## config.mk

```make
export PLATFORM = sky130hd
export DESIGN_NAME = rx_line_controller
export DESIGN_NICKNAME = d
export VERILOG_FILES = /design/src/rtl/rx_line_controller_pkg.sv /design/src/rtl/rx_line_controller_line_buffer_ram.sv /design/src/rtl/rx_line_controller.sv
export SDC_FILE = /design/constraint.sdc
export NUM_CORES = 1
export LEC_CHECK = 0
export CORE_MARGIN = 8
export CORE_UTILIZATION = 55
export DETAILED_ROUTE_END_ITERATION = 16
export PLACE_DENSITY_LB_ADDON = 0.25
export SKIP_CTS_REPAIR_TIMING = 1
export SLEW_MARGIN = 40
export SYNTH_ARGS = -nofsm -noshare
export SYNTH_HDL_FRONTEND = slang
export SYNTH_SLANG_ARGS = --single-unit
```

## constraint.sdc

```tcl
create_clock -name Clk_100M -period 4.8 [get_ports Clk_100M]
set_input_delay 0.96 -clock Clk_100M [delete_from_list [all_inputs] [get_ports Clk_100M]]
set_output_delay 0.96 -clock Clk_100M [all_outputs]
set_load 0.02 [all_outputs]
```

## src/rtl/rx_line_controller_pkg.sv

```systemverilog
// Shared UART line-controller definitions: FSM encoding, ASCII control
// bytes and a small byte classifier used by the line controller.
package rx_line_controller_pkg;

    // ASCII control characters used for line editing
    localparam logic [7:0] ASCII_CR = 8'h0D;
    localparam logic [7:0] ASCII_BS = 8'h08;

    // Default line buffer geometry; LEN_W is wide enough for 0..DEPTH
    localparam int LINE_DEPTH_DEFAULT = 100;
    localparam int LEN_W              = 7;

    // Controller FSM encoding, kept as plain constants for legacy tools
    localparam logic [2:0] ST_IDLE      = 3'd0;
    localparam logic [2:0] ST_STORE     = 3'd1;
    localparam logic [2:0] ST_ECHO_WAIT = 3'd2;
    localparam logic [2:0] ST_ECHO      = 3'd3;
    localparam logic [2:0] ST_HOLD      = 3'd4;

    // How a received byte is treated by the line editor
    typedef enum logic [1:0] {
        BYTE_ORDINARY = 2'd0,
        BYTE_BKSP     = 2'd1,
        BYTE_TERM     = 2'd2
    } byte_kind_t;

    // Terminator takes priority so a misconfigured TERM == BKSP still ends lines
    function automatic byte_kind_t classify_byte(
        input logic [7:0] data,
        input logic [7:0] term,
        input logic [7:0] bksp
    );
        byte_kind_t kind;
        kind = BYTE_ORDINARY;
        if (data == term) begin
            kind = BYTE_TERM;
        end else if (data == bksp) begin
            kind = BYTE_BKSP;
        end
        return kind;
    endfunction

endpackage

```

## src/rtl/rx_line_controller_line_buffer_ram.sv

```systemverilog
// Line buffer storage: DEPTH x 8 memory with one write port and a
// registered read port (one cycle of read latency).
module line_buffer_ram #(
    parameter int DEPTH  = 100,
    parameter int ADDR_W = 7
) (
    input  logic              Clk_100M,
    input  logic              wr_en,
    input  logic [ADDR_W-1:0] wr_addr,
    input  logic [7:0]        wr_data,
    input  logic [ADDR_W-1:0] rd_addr,
    output logic [7:0]        rd_data
);

    logic [7:0] mem [0:DEPTH-1];

    // Write port: the controller only writes while editing a line
    always_ff @(posedge Clk_100M) begin
        if (wr_en) begin
            mem[wr_addr] <= wr_data;
        end
    end

    // Registered read port for the line consumer
    always_ff @(posedge Clk_100M) begin
        rd_data <= mem[rd_addr];
    end

endmodule

```

## src/rtl/rx_line_controller.sv

```systemverilog
// Receive line controller: collects bytes from a UART receiver into a
// line buffer with backspace editing and echo, then holds the finished
// line for a consumer until it is released.
module rx_line_controller
    import rx_line_controller_pkg::*;
#(
    parameter int         DEPTH = LINE_DEPTH_DEFAULT,
    parameter logic [7:0] TERM  = ASCII_CR,
    parameter logic [7:0] BKSP  = ASCII_BS
) (
    input  logic             Clk_100M,
    input  logic             Reset,
    input  logic [7:0]       Rx_Data,
    input  logic             Rx_Ready,
    output logic             Rx_Ack,
    output logic             Rx_SoftReset,
    output logic [7:0]       Tx_Data,
    output logic             Tx_Send,
    input  logic             Tx_Busy,
    output logic             Line_Ready,
    output logic [LEN_W-1:0] Line_Length,
    input  logic [LEN_W-1:0] Rd_Addr,
    output logic [7:0]       Rd_Data,
    input  logic             Line_Release,
    output logic             Overflow,
    output logic [7:0]       LEDs
);

    logic [2:0]       state;
    logic             rx_ready_prev;
    logic [7:0]       rx_byte;
    logic [LEN_W-1:0] count;
    logic             line_ready;
    logic             overflow;
    logic             soft_reset;
    logic [7:0]       leds;
    logic [7:0]       tx_data;

    logic             arrival;
    byte_kind_t       kind;
    logic             buf_full;
    logic             wr_en;

    assign arrival  = Rx_Ready & ~rx_ready_prev;
    assign kind     = classify_byte(rx_byte, TERM, BKSP);
    assign buf_full = (count == LEN_W'(DEPTH));
    assign wr_en    = (state == ST_STORE) && (kind == BYTE_ORDINARY) && !buf_full;

    // Strobes are decoded from the state so each lasts exactly one state
    assign Rx_Ack       = (state == ST_STORE);
    assign Tx_Send      = (state == ST_ECHO);
    assign Tx_Data      = tx_data;
    assign Rx_SoftReset = soft_reset;
    assign Line_Ready   = line_ready;
    assign Line_Length  = count;
    assign Overflow     = overflow;
    assign LEDs         = leds;

    // Track Rx_Ready; resets high so a receiver idling high is not a new byte
    always_ff @(posedge Clk_100M) begin
        if (Reset) begin
            rx_ready_prev <= 1'b1;
        end else begin
            rx_ready_prev <= Rx_Ready;
        end
    end

    // Line-editing FSM: accept, edit, echo, and hold a finished line
    always_ff @(posedge Clk_100M) begin
        if (Reset) begin
            state      <= ST_IDLE;
            rx_byte    <= 8'h00;
            count      <= '0;
            line_ready <= 1'b0;
            overflow   <= 1'b0;
            soft_reset <= 1'b0;
            leds       <= 8'h00;
            tx_data    <= 8'h00;
        end else begin
            soft_reset <= 1'b0;
            case (state)
                ST_IDLE: begin
                    if (arrival) begin
                        rx_byte <= Rx_Data;
                        state   <= ST_STORE;
                    end
                end

                ST_STORE: begin
                    if (arrival) begin
                        overflow <= 1'b1;
                    end
                    case (kind)
                        BYTE_TERM: begin
                            line_ready <= 1'b1;
                            state      <= ST_HOLD;
                        end
                        BYTE_BKSP: begin
                            if (count != '0) begin
                                count   <= count - LEN_W'(1);
                                tx_data <= rx_byte;
                                state   <= ST_ECHO_WAIT;
                            end else begin
                                state <= ST_IDLE;
                            end
                        end
                        default: begin
                            if (!buf_full) begin
                                count   <= count + LEN_W'(1);
                                leds    <= rx_byte;
                                tx_data <= rx_byte;
                                state   <= ST_ECHO_WAIT;
                            end else begin
                                overflow <= 1'b1;
                                state    <= ST_IDLE;
                            end
                        end
                    endcase
                end

                ST_ECHO_WAIT: begin
                    if (arrival) begin
                        overflow <= 1'b1;
                    end
                    if (!Tx_Busy) begin
                        state <= ST_ECHO;
                    end
                end

                ST_ECHO: begin
                    if (arrival) begin
                        overflow <= 1'b1;
                    end
                    state <= ST_IDLE;
                end

                ST_HOLD: begin
                    if (Line_Release) begin
                        count      <= '0;
                        line_ready <= 1'b0;
                        overflow   <= 1'b0;
                        soft_reset <= 1'b1;
                        state      <= ST_IDLE;
                    end else if (arrival) begin
                        overflow <= 1'b1;
                    end
                end

                default: begin
                    state <= ST_IDLE;
                end
            endcase
        end
    end

    line_buffer_ram #(
        .DEPTH  (DEPTH),
        .ADDR_W (LEN_W)
    ) u_line_buffer_ram (
        .Clk_100M (Clk_100M),
        .wr_en    (wr_en),
        .wr_addr  (count),
        .wr_data  (rx_byte),
        .rd_addr  (Rd_Addr),
        .rd_data  (Rd_Data)
    );

endmodule

```

==> Flow_metrics.wiki, run 1 <==
{| class="wikitable"
! Metric !! Value
|-
| Most Crowded Layer GR || met2
|-
| Root Buffer || clkbuf_16
|-
| Number of cells on the worst reg-to-reg path || 6
|-
| Routed length per placed instance || a little under 30 µm
|-
| Count of flip-flops with a built-in enable after synthesis || 800
|-
| Synthesized cell area || roughly 33000 µm²
|-
| Number of clock sinks || 846
|-
| Total count of hold-check failures in the final report || 0
|-
| Critical hold path startpoint || LEDs[6]
|-
| Total vias in the final route || about 16000
|-
| Hold Path Sink || LEDs[6]
|-
| CTS clk-pin slew, worst paths || 0.06 ns
|-
| Capture point of the worst reg-to-reg path || u_line_buffer_ram.mem[71][3]
|-
| Kind of start point of the critical path || flip-flop
|-
| Commonest register cell after synthesis || edfxtp_1
|-
| Vertical die dimension || approximately 260 µm
|-
| Chip Width || 261 µm
|-
| Placement Rows || 89
|-
| GR Util All Layers || between 20 and 25%
|-
| Total chip power || about 15 mW
|-
| HPWL after detailed placement || around 45 mm
|-
| Final setup skew || just over 0.02 ns
|-
| Worst Hold Class || flip-flop to flip-flop
|-
| Fill cells || slightly below 4000
|-
| Slew at the pin with the worst max-slew slack || ~0.84 ns
|-
| Fraction of layout instances using a drive strength above 1 || 28.5%
|-
| Unrepaired setup endpoints after global routing || no
|-
| Synthesized netlist cell count || between 1500 and 2000
|-
| Setup_tns || 0 ns
|-
| Met2 global-route usage || 34.5%
|-
| Wire length of the first global-routing pass || ~110 mm
|-
| Layout-stage area growth over the synthesis result || 13.5%
|-
| Vias in the first global route || 16500
|-
| Largest net degree at the start of global routing || around 100
|-
| Final-report setup violation count || 0
|-
| Instance count along the most critical hold path || 2
|-
| Max Root-Sink Buffers || 3
|-
| Maximum frequency from static timing analysis || between 200 and 300 MHz
|-
| Clock buffers created by TritonCTS || 83
|-
| Async set-or-reset flop fraction in the synthesized netlist || 0%
|-
| Maximum fanout along the worst path || 16
|-
| Global-route met3 utilization || a little over 5%
|-
| Final-report max-slew violation count || 0
|-
| Arrival time reported for the critical path endpoint || 3.81 ns
|-
| Area of the core || 59100 µm²
|-
| Type of destination of the critical path || flip-flop
|-
| Starting Density || a little under three fifths
|-
| Number of storage elements in the synthesis netlist || approximately 850
|-
| # port buffers || 55
|-
| Tmin final || between 3 and 4 ns
|-
| Syn. warnings || 0
|-
| Initial antenna violation count || 1
|-
| Reg-to-reg slack, setup || 1.23 ns
|-
| Cell Pwr Density || approximately 400 nW/µm²
|-
| Full die area || about 68000 µm²
|-
| Number of optimization iterations in the first detailed-route pass || 5
|-
| GP Congestion || a little over 0.8
|-
| Cell variety after synth || a little under 60
|-
| 1st-iter DRT viols || roughly 1900
|-
| Yosys top cell by area || edfxtp_1
|-
| Lkg Pwr || approximately 12 nW
|-
| IR Drop Worst-Case VDD || around 0.27 mV
|-
| Via-per-instance ratio || 6.50
|-
| Headroom to the max-slew limit || 43.6%
|-
| Worst Setup Slack post-DPL || 0.893 ns
|-
| Result of the run || finished, final reports clean
|-
| M1 GR Usage || about a third
|-
| Clock tree from TritonCTS || built
|-
| Count of unresolved DRC violations after routing || 0
|-
| Worst Slack Setup Final || about 1.2 ns
|-
| Syn Nets || 1600
|-
| Remaining antenna violation count after routing || 0
|-
| Max-Cap Viols || 0
|-
| Number of H-tree levels || 3
|-
| Required time at the worst-slack endpoint || approximately 5.0 ns
|-
| Worst-Skew Late Latency || approximately 0.63 ns
|-
| Number of antenna repair diodes || 0
|-
| Setup CP Type || flip-flop to flip-flop
|-
| Total length of routed wires || approximately 75 mm
|-
| Part of the Yosys area used for sequential elements || between 70% and 80%
|-
| Avg Inst Size Synth || about 21 µm²
|-
| Final cycle utilization of the critical path || between 70% and 80%
|-
| Net count of the finished layout || about 1700
|-
| Yosys top cell area share || 73.0%
|-
| Worst R2R Start || state[0]
|-
| Number of primary I/O pins || between 50 and 60
|-
| GR Overflow Total || 0
|-
| Largest cells by area after synthesis || edfxtp_1, mux4_2, dfxtp_1
|-
| Core occupancy in the finished layout || a little over three fifths
|}
[power by group]
part	internal [mW]	leakage, nW	switching [mW]	total [mW]
Sequential	8.04	7.96	0.0251	8.06
Clock	3.61	1.27	2.68	6.28
Combinational	0.278	2.78	0.380	0.657
Total	11.9	12.0	3.08	15.0
[cell usage after synthesis, drive strengths merged, types with 6 or more instances]
| cell | instances |
|---|---|
| o21ai | 8 |
| a211oi | 13 |
| nor3 | 14 |
| nand2 | 43 |
| buf | 53 |
| clkbuf | 35 |
| a2111oi | 11 |
| dfxtp | 46 |
| mux2 | 9 |
| inv | 7 |
| mux2i | 26 |
| o22ai | 15 |
| nand3 | 13 |
| nor2b | 20 |
| nand2b | 11 |
| a21oi | 33 |
| edfxtp | 800 |
| nor2 | 131 |
| or3 | 6 |
| mux4 | 226 |
[metrics by stage]
step | instance area (µm²) | cells | hold slack [ns]
2_1_floorplan | 32900 | 1574 | 0.472
3_3_place_gp | 34600 | 2376 | 0.444
3_5_place_dp | 34700 | 2376 | 0.447
4_1_cts | 37300 | 2525 | 0.454
5_1_grt | 37400 | 2526 | 0.471
6_report | 37400 | 2526 | 0.453
[sequential cells by signal (all words and copies together), names as in the netlist]
name / count
Line_Ready: 1
LEDs: 8
u_line_buffer_ram.rd_data: 8
Rx_SoftReset: 1
Line_Length: 7
u_line_buffer_ram.mem: 800
rx_byte: 8
rx_ready_prev: 1
state: 3
Overflow: 1
Tx_Data: 8
[cell families (layout without fill, tap and decap cells)]
kind of cell               Yosys count  after routing  share of synthesized area, %
DFF                                846            846                          75.8
muxes                              261            261                          16.6
and+or+nand+nor                    261            261                          3.76
AOI/OAI and AO/OA                  102            102                          2.12
buffers and inverters               95            274                          1.44
adders and majority gates            6              6                         0.251
xor gates and xnor gates             3              3                        0.0798
[worst max-delay path by stage]
stage,start,end,slack (ns),cells past startpoint
2_1_floorplan,rx_byte[3],Line_Length[6],0.62,9
3_3_place_gp,Rd_Addr[0],u_line_buffer_ram.rd_data[5],0.92,8
3_5_place_dp,Rd_Addr[0],u_line_buffer_ram.rd_data[5],0.89,8
4_1_cts,rx_byte[2],u_line_buffer_ram.mem[64][4],1.27,6
5_1_grt,rx_byte[2],u_line_buffer_ram.mem[65][0],1.03,6
6_report,state[0],u_line_buffer_ram.mem[71][3],1.23,6
[cell type report]
type | instances | area [µm²] | share of cell area [%]
clock buffers | 113 | 2280 | 6.11
clock inverters | 36 | 335 | 0.897
inverters | 7 | 26.3 | 0.0703
multi-input cells | 633 | 7640 | 20.5
flip-flops and latches | 846 | 25000 | 66.8
well taps | 773 | 967 | 2.59
repair buffers | 118 | 1140 | 3.05
[placed cells by master (no fill, tap or decap), types with 10 or more instances in the layout]
cell type,n
mux2i_1,26
clkbuf_1,23
nor3_1,14
nor2_2,50
nor2_1,81
clkinv_2,10
a211oi_1,12
a21oi_1,33
clkdlybuf4s50_1,50
nor2b_1,20
buf_4,51
nand2b_1,10
clkinv_1,12
nand2_1,40
edfxtp_1,800
mux4_2,226
dfxtp_1,38
clkbuf_16,85
o22ai_1,15
[per-layer routing]
| layer | vias to the layer above | wire length [µm] |
|---|---|---|
| met1 | 8708 | 30900 |
| li1 | 6754 | - |
| met3 | 107 | 6810 |
| met5 | - | 13 |
| met4 | 2 | 1670 |
| met2 | 841 | 35500 |
[critical path, cell delays in order (launching register included)]
cell and delay [ns]:
dfxtp_1 0.42, nor3b_2 0.38, o31a_1 0.28, and2_1 0.60, nand2b_2 0.19, or3_1 0.57
nor2_1 0.71
No activity file was read; power rests on OpenSTA's default activity.
==> run 2, diff against run 1 <==
==> constraint.sdc (replaced) <==
create_clock -name Clk_100M -period 2.9 [get_ports Clk_100M]
set_input_delay 0.58 -clock Clk_100M [delete_from_list [all_inputs] [get_ports Clk_100M]]
set_output_delay 0.58 -clock Clk_100M [all_outputs]
set_load 0.02 [all_outputs]
==> run 2 against run 1 <==
The run now ends with negative setup slack left. First-iteration DRC count up 2.0%. Cell area is 1.8% higher. Flip-flop and latch count did not move. Sequential share of layout area down 1.2 points. Routed wire length shrank 0.94%. Critical path depth stayed put.
==> Flow_metrics.wiki, run 2 (synthesis gave the netlist of run 1 again) <==
{| class="wikitable"
! Metric !! Value
|-
| Final setup skew || 0.0306 ns (+0.0102 ns)
|-
| HPWL after detailed placement || 46.0 mm (+2.2%)
|-
| Layout-stage area growth over the synthesis result || 15.5%
|-
| Final cycle utilization of the critical path || 100% (+26 points)
|-
| Failing checks || negative setup slack
|-
| Max reg flops || 800 (unchanged)
|-
| Lkg Pwr || 12.4 nW (+3.3%)
|-
| Initial antenna violation count || 1 (unchanged)
|-
| Fill cells || 3812 (-2.5%)
|-
| Number of antenna repair diodes || 0 (unchanged)
|-
| Remaining antenna violation count after routing || 0 (unchanged)
|-
| Most common cell after layout, fill and taps aside || edfxtp_1
|-
| Largest net degree at the start of global routing || 104 (unchanged)
|-
| Final-report max-slew violation count || 0 (unchanged)
|-
| Slew at the pin with the worst max-slew slack || 0.833 ns (-0.00972 ns)
|-
| Cell Pwr Density || 659 nW/µm² (+64%)
|-
| Unrepaired setup endpoints after global routing || yes
|-
| Sw frac || 20.9% (+0.38 points)
|-
| Max Root-Sink Buffers || 3 (unchanged)
|-
| Commonest non-fill, non-tap cells in the layout || edfxtp_1, mux4_2, buf_4
|-
| Sequence of cells on the critical path || or4b_4 -> or4_4 -> and2_1 -> buf_4 -> nand3_1 -> nor2_1
|-
| Slowest library cell on the worst path || or4b_4
|-
| Total vias in the final route || 16600 (+1.0%)
|-
| Chip Width || 261 µm (unchanged)
|-
| Number of H-tree levels || 3 (unchanged)
|-
| Post-placement cell area || 35200 µm² (+1.6%)
|-
| GR Util All Layers || 22.2% (-0.29 points)
|-
| Placement Rows || 89 (unchanged)
|-
| Tmin final || 2.91 ns (-0.653 ns)
|-
| Via-per-instance ratio || 6.39 (-1.7%)
|-
| Cell total after placement || 2445 (+2.9%)
|-
| Worst-Skew Late Latency || 0.64 ns (about the same)
|-
| Number of primary I/O pins || 56 (unchanged)
|-
| Result of the run || finished with violations
|-
| Largest reg by FF count || u_line_buffer_ram.mem
|-
| NetSw || 5.25 mW (+70%)
|-
| Crit path buffers/inverters || 1 (+1)
|-
| Non-filler instance count after layout || 2596 (+2.8%)
|-
| Cell-internal power || 19.8 mW (+66%)
|-
| Largest stage delay on the critical path || 0.57 ns (-0.14 ns)
|-
| Clock buffers created by TritonCTS || 82 (-1.2%)
|-
| Total length of routed wires || 74.2 mm (-0.94%)
|-
| Routed length per placed instance || 28.6 µm (-3.6%)
|-
| Final cell area excluding filler cells || 38000 µm² (+1.8%)
|-
| # port buffers || 55 (unchanged)
|-
| Type of destination of the critical path || flip-flop
|-
| GP Congestion || 0.858 (+5.6%)
|-
| Relative contribution of the clock network to total power || 42.2% (+0.3 points)
|-
| CTS clk-pin slew, worst paths || 0.06 ns (about the same)
|-
| Area taken by multi-input logic gates || 7690 µm² (+0.56%)
|-
| Max-Cap Viols || 0 (unchanged)
|-
| Final-report setup violation count || 6 (+6)
|-
| Clock tree from TritonCTS || built
|-
| Worst Hold Class || flip-flop to flip-flop
|-
| Full die area || 67900 µm² (unchanged)
|-
| Core occupancy in the finished layout || 64.3% (+1.1 points)
|-
| Kind of start point of the critical path || flip-flop
|-
| Vertical die dimension || 261 µm (unchanged)
|-
| Worst Slack Setup Final || -0.0122 ns (-1.25 ns)
|-
| Vias in the first global route || 16900 (+2.5%)
|-
| Starting Density || 55.7% (unchanged)
|-
| Number of clock sinks || 846 (unchanged)
|-
| Wire length of the first global-routing pass || 111 mm (-0.34%)
|-
| Number of optimization iterations in the first detailed-route pass || 5 (unchanged)
|-
| Maximum fanout along the worst path || 8 (-8)
|-
| Headroom to the max-slew limit || 44.3% (+0.65 points)
|-
| Net count of the finished layout || 1784 (+4.0%)
|-
| GR Overflow Total || 0 (unchanged)
|-
| Area of the core || 59100 µm² (unchanged)
|-
| Part of the power in registers || 53.1% (-0.6 points)
|-
| Count of unresolved DRC violations after routing || 0 (unchanged)
|-
| Total count of hold-check failures in the final report || 0 (unchanged)
|-
| Required time at the worst-slack endpoint || 3.18 ns (-1.86 ns)
|-
| Root Buffer || clkbuf_16
|-
| Combinational cell fraction of total power || 4.6% (+0.2 points)
|-
| CP delay by family, top || simple AND/OR/NAND/NOR gates
|-
| Worst Setup Slack post-DPL || -0.0850 ns (-0.978 ns)
|-
| IR Drop Worst-Case VDD || 0.518 mV (+94%)
|-
| Fraction of layout instances using a drive strength above 1 || 32.3% (+3.8 points)
|-
| Maximum frequency from static timing analysis || 343 MHz (+22%)
|-
| Setup CP Type || flip-flop to flip-flop
|-
| Arrival time reported for the critical path endpoint || 3.19 ns (-0.62 ns)
|-
| Sequential cell area || 25000 µm² (unchanged)
|-
| 1st-iter DRT viols || 1962 (+2.0%)
|}
## run 2: cell types whose count changed in the layout (fill, tap and decap cells not counted), sizes merged
cell	change
buf	+70
bufinv	+3
clkbuf	-15
clkinv	+12
clkinvlp	-1
inv	+1
## run 2: cell type report
class	instances	share of cell area, %
flip-flops and latches	846	65.7
multi-input cells	633	20.2
clock buffers	98	5.61
clock inverters	51	1.40
well taps	773	2.54
repair buffers	188	4.50
inverters	7	0.0691
## run 2: worst reg2reg max path: stages (launching register included)
cell and delay [ns]:
dfxtp_4 0.34, or4b_4 0.57, or4_4 0.50, and2_1 0.22, buf_4 0.19, nand3_1 0.40, nor2_1 0.34
## run 2: power by group through the flow
stage / Combinational [mW] / Clock [mW] / Sequential, mW
5_1_grt: 1.23 / 11.2 / 13.3
3_5_place_dp: 1.16 / 0 / 13.6
2_1_floorplan: 0.634 / 0 / 13.7
6_report: 1.16 / 10.6 / 13.3
4_1_cts: 1.17 / 10.7 / 13.3
3_3_place_gp: 1.13 / 0 / 13.6
## run 2: worst paths after layout
kind               from                            to  slack [ns]  cells past startpoint
max          rx_byte[7]  u_line_buffer_ram.mem[33][1]       -0.01                      6
min             LEDs[2]                       LEDs[2]        0.46                      2
max reg2reg  rx_byte[7]  u_line_buffer_ram.mem[33][1]       -0.01                      6
min reg2reg     LEDs[2]                       LEDs[2]        0.46                      2
## run 2: metrics by stage
stage               setup TNS [ns]  power, mW  hold slack (ns)
floorplan                   -0.471       14.3            0.472
global placement           -0.0758       14.7            0.444
detailed placement          -0.215       14.7            0.453
CTS                         -0.113       25.2            0.461
global route                 -1.45       25.7            0.488
finish                     -0.0414       25.1            0.456
## run 2: metal layers
layer / wire (µm) / vias to the layer above / global-route usage (%)
met4: 1910 / 2 / 6.81
met5: 13 / - / 0
li1: - / 6906 / -
met1: 30500 / 8691 / 32.2
met3: 6630 / 127 / 4.56
met2: 35200 / 853 / 34.1
==> run 3, diff against run 2 <==
--- a/config.mk
+++ b/config.mk
@@ -5,7 +5,7 @@
 export SDC_FILE = /design/constraint.sdc
 export NUM_CORES = 1
 export LEC_CHECK = 0
-export CORE_MARGIN = 8
+export CORE_MARGIN = 2
 export CORE_UTILIZATION = 55
 export DETAILED_ROUTE_END_ITERATION = 16
 export PLACE_DENSITY_LB_ADDON = 0.25
==> run 3 against run 2 <==
The run ends with design-rule violations, negative setup slack left. Via count is 1.9% higher. Count of clock-buffer cells in the layout increased by 4. Cell count grew 1.0%. Die area decreased by 9.0%. Combinational power increased by 6%. Core utilization rose by 0.67 points. Clock skew shrank 0.015 ns. Worst hold slack barely moved. Clock power is essentially flat. Sequential power about the same. Critical endpoint is now u_line_buffer_ram.mem[76][3]. Highest routed layer is now met4.
==> Flow_metrics.wiki, run 3 (synthesis gave the netlist of run 1 again) <==
{| class="wikitable"
! Metric !! Value
|-
| Result of the run || finished with violations
|-
| Failing checks || design-rule violations, negative setup slack
|-
| Capture point of the worst reg-to-reg path || u_line_buffer_ram.mem[76][3]
|-
| Sequential cell area || 25000 µm² (unchanged)
|-
| GP Congestion || 0.848 (-1.2%)
|-
| Headroom to the max-slew limit || 39.0% (-5.3 points)
|-
| Worst Slack Setup Final || -0.00379 ns (+0.00842 ns)
|-
| Vertical die dimension || 249 µm (-4.6%)
|-
| Net count of the finished layout || 1807 (+1.3%)
|-
| Total chip power || 25.4 mW (+1.2%)
|-
| Final setup skew || 0.0159 ns (-0.0147 ns)
|-
| Max-Cap Viols || 0 (unchanged)
|-
| GR Overflow Total || 0 (unchanged)
|-
| Final-report setup violation count || 8 (+2)
|-
| Final cycle utilization of the critical path || 100% (-0.29 points)
|-
| Cell total after placement || 2465 (+0.82%)
|-
| Kind of start point of the critical path || flip-flop
|-
| Number of H-tree levels || 3 (unchanged)
|-
| Wire length of the first global-routing pass || 113 mm (+2.2%)
|-
| Area taken by multi-input logic gates || 7700 µm² (+0.23%)
|-
| Count of unresolved DRC violations after routing || 2 (+2)
|-
| Slowest library cell on the worst path || nor2_1
|-
| Vias in the first global route || 16800 (-0.50%)
|-
| Instance count along the most critical hold path || 2 (unchanged)
|-
| Tmin final || 2.90 ns (-0.00842 ns)
|-
| Number of primary I/O pins || 56 (unchanged)
|-
| Number of cells on the worst reg-to-reg path || 6 (unchanged)
|-
| Clock tree from TritonCTS || built
|-
| Total count of hold-check failures in the final report || 0 (unchanged)
|-
| Max Root-Sink Buffers || 3 (unchanged)
|-
| Largest net degree at the start of global routing || 104 (unchanged)
|-
| Unrepaired setup endpoints after global routing || yes
|-
| GR Util All Layers || 25.0% (+2.8 points)
|-
| Arrival time reported for the critical path endpoint || 3.16 ns (-0.03 ns)
|-
| Commonest non-fill, non-tap cells in the layout || edfxtp_1, mux4_2, buf_4
|-
| Worst Setup Slack post-DPL || -0.0144 ns (+0.0706 ns)
|-
| Number of optimization iterations in the first detailed-route pass || 11 (+6)
|-
| Area of the core || 59100 µm² (unchanged)
|-
| Number of clock sinks || 846 (unchanged)
|-
| Initial antenna violation count || 0 (-1)
|-
| HPWL after detailed placement || 47.0 mm (+2.1%)
|-
| IR Drop Worst-Case VDD || 0.476 mV (-8.2%)
|-
| Clock buffers created by TritonCTS || 83 (+1.2%)
|-
| Setup CP Type || flip-flop to flip-flop
|-
| Number of antenna repair diodes || 0 (unchanged)
|-
| Type of destination of the critical path || flip-flop
|-
| Lkg Pwr || 12.6 nW (+1.6%)
|-
| Critical hold path startpoint || LEDs[7]
|-
| Slew at the pin with the worst max-slew slack || 0.912 ns (+0.0793 ns)
|-
| Total length of routed wires || 75.5 mm (+1.7%)
|-
| Sequence of cells on the critical path || nor3b_2 -> o31a_1 -> and2_1 -> buf_4 -> nand4_1 -> nor2_1
|-
| Final cell area excluding filler cells || 38400 µm² (+1.0%)
|-
| Non-filler instance count after layout || 2622 (+1.0%)
|-
| # port buffers || 55 (unchanged)
|-
| Total vias in the final route || 16900 (+1.9%)
|-
| Starting Density || 55.7% (unchanged)
|-
| Worst Hold Class || flip-flop to flip-flop
|-
| CP delay by family, top || simple AND/OR/NAND/NOR gates
|-
| Required time at the worst-slack endpoint || 3.16 ns (-0.02 ns)
|-
| Routed length per placed instance || 28.8 µm (+0.67%)
|-
| Most common cell after layout, fill and taps aside || edfxtp_1
|-
| Max reg flops || 800 (unchanged)
|-
| Worst hold slack || 0.456 ns (-0.000203 ns)
|-
| Maximum frequency from static timing analysis || 344 MHz (+0.29%)
|-
| Layout-stage area growth over the synthesis result || 16.7%
|-
| CTS clk-pin slew, worst paths || 0.06 ns (about the same)
|-
| Largest reg by FF count || u_line_buffer_ram.mem
|-
| Hold Path Sink || LEDs[7]
|-
| Chip Width || 249 µm (-4.6%)
|-
| Worst R2R Start || state[0]
|-
| Root Buffer || clkbuf_16
|-
| Fill cells || 3855 (+1.1%)
|-
| Via-per-instance ratio || 6.44 (+0.89%)
|-
| Full die area || 61800 µm² (-9.0%)
|-
| Post-placement cell area || 35500 µm² (+0.83%)
|-
| Placement Rows || 89 (unchanged)
|-
| Largest stage delay on the critical path || 0.78 ns (+0.21 ns)
|-
| 1st-iter DRT viols || 2095 (+6.8%)
|-
| Crit path buffers/inverters || 1 (unchanged)
|-
| Fraction of layout instances using a drive strength above 1 || 33.5% (+1.3 points)
|-
| Maximum fanout along the worst path || 8 (unchanged)
|-
| Reg-to-reg slack, setup || -0.004 ns (about the same)
|-
| Worst-Skew Late Latency || 0.63 ns (about the same)
|-
| Remaining antenna violation count after routing || 0 (unchanged)
|-
| Cell Pwr Density || 660 nW/µm² (+0.13%)
|-
| Final-report max-slew violation count || 0 (unchanged)
|}
-- run 3: cell types whose count changed in the layout (fill, tap and decap cells not counted), moves of 2 or more --
cell / before / now
clkinv_2: 22 / 18
or3_2: 0 / 2
inv_16: 2 / 0
nor2_1: 72 / 62
o21ai_0: 5 / 7
nor2_2: 59 / 69
clkinv_1: 12 / 15
clkbuf_16: 82 / 86
buf_4: 115 / 126
clkinv_4: 0 / 3
buf_12: 11 / 22
-- run 3: power by group --
part	switching, mW	total, mW	internal (mW)
registers	0.0224	13.3	13.3
logic	0.675	1.23	0.555
clock network	4.54	10.8	6.27
total	5.24	25.4	20.1
-- run 3: worst max-delay path by stage --
stage	start	end	slack, ns	depth (start not counted)
floorplan	rx_byte[3]	Line_Length[6]	-0.33	9
global placement	Rd_Addr[0]	u_line_buffer_ram.rd_data[7]	-0.02	9
detailed placement	Rd_Addr[0]	u_line_buffer_ram.rd_data[7]	-0.01	9
CTS	rx_byte[7]	Line_Length[6]	0.01	10
global route	state[0]	u_line_buffer_ram.mem[76][7]	-0.20	6
finish	state[0]	u_line_buffer_ram.mem[76][3]	-0.004	6
-- run 3: stage by stage --
stage	utilization (%)	TNS (ns)
after floorplan	-	-0.471
after global placement	59.9	-0.0159
after detailed placement	60.1	-0.0144
after CTS	64.7	0
after global routing	65.0	-4.83
final	65.0	-0.0136
-- run 3: area by class of cell --
type	instances	area share, %
Clock buffer	102	5.78
Inverter	7	0.0684
Sequential cell	846	65.0
Timing Repair Buffer	210	5.24
Multi-Input combinational cell	633	20.1
Clock inverter	51	1.34
Tap cell	773	2.52
-- run 3: tightest hold or removal path: stages (launching register included) --
cell	delay, ns
dfxtp_1	0.31
nand2_1	0.05
a21oi_1	0.05
-- run 3: metal layers --
layer,vias up,track usage [%],wire length (µm)
met5,-,0,0
met2,897,37.9,35500
li1,6945,-,-
met1,8945,37.8,31600
met3,107,4.85,6830
met4,0,7.13,1470
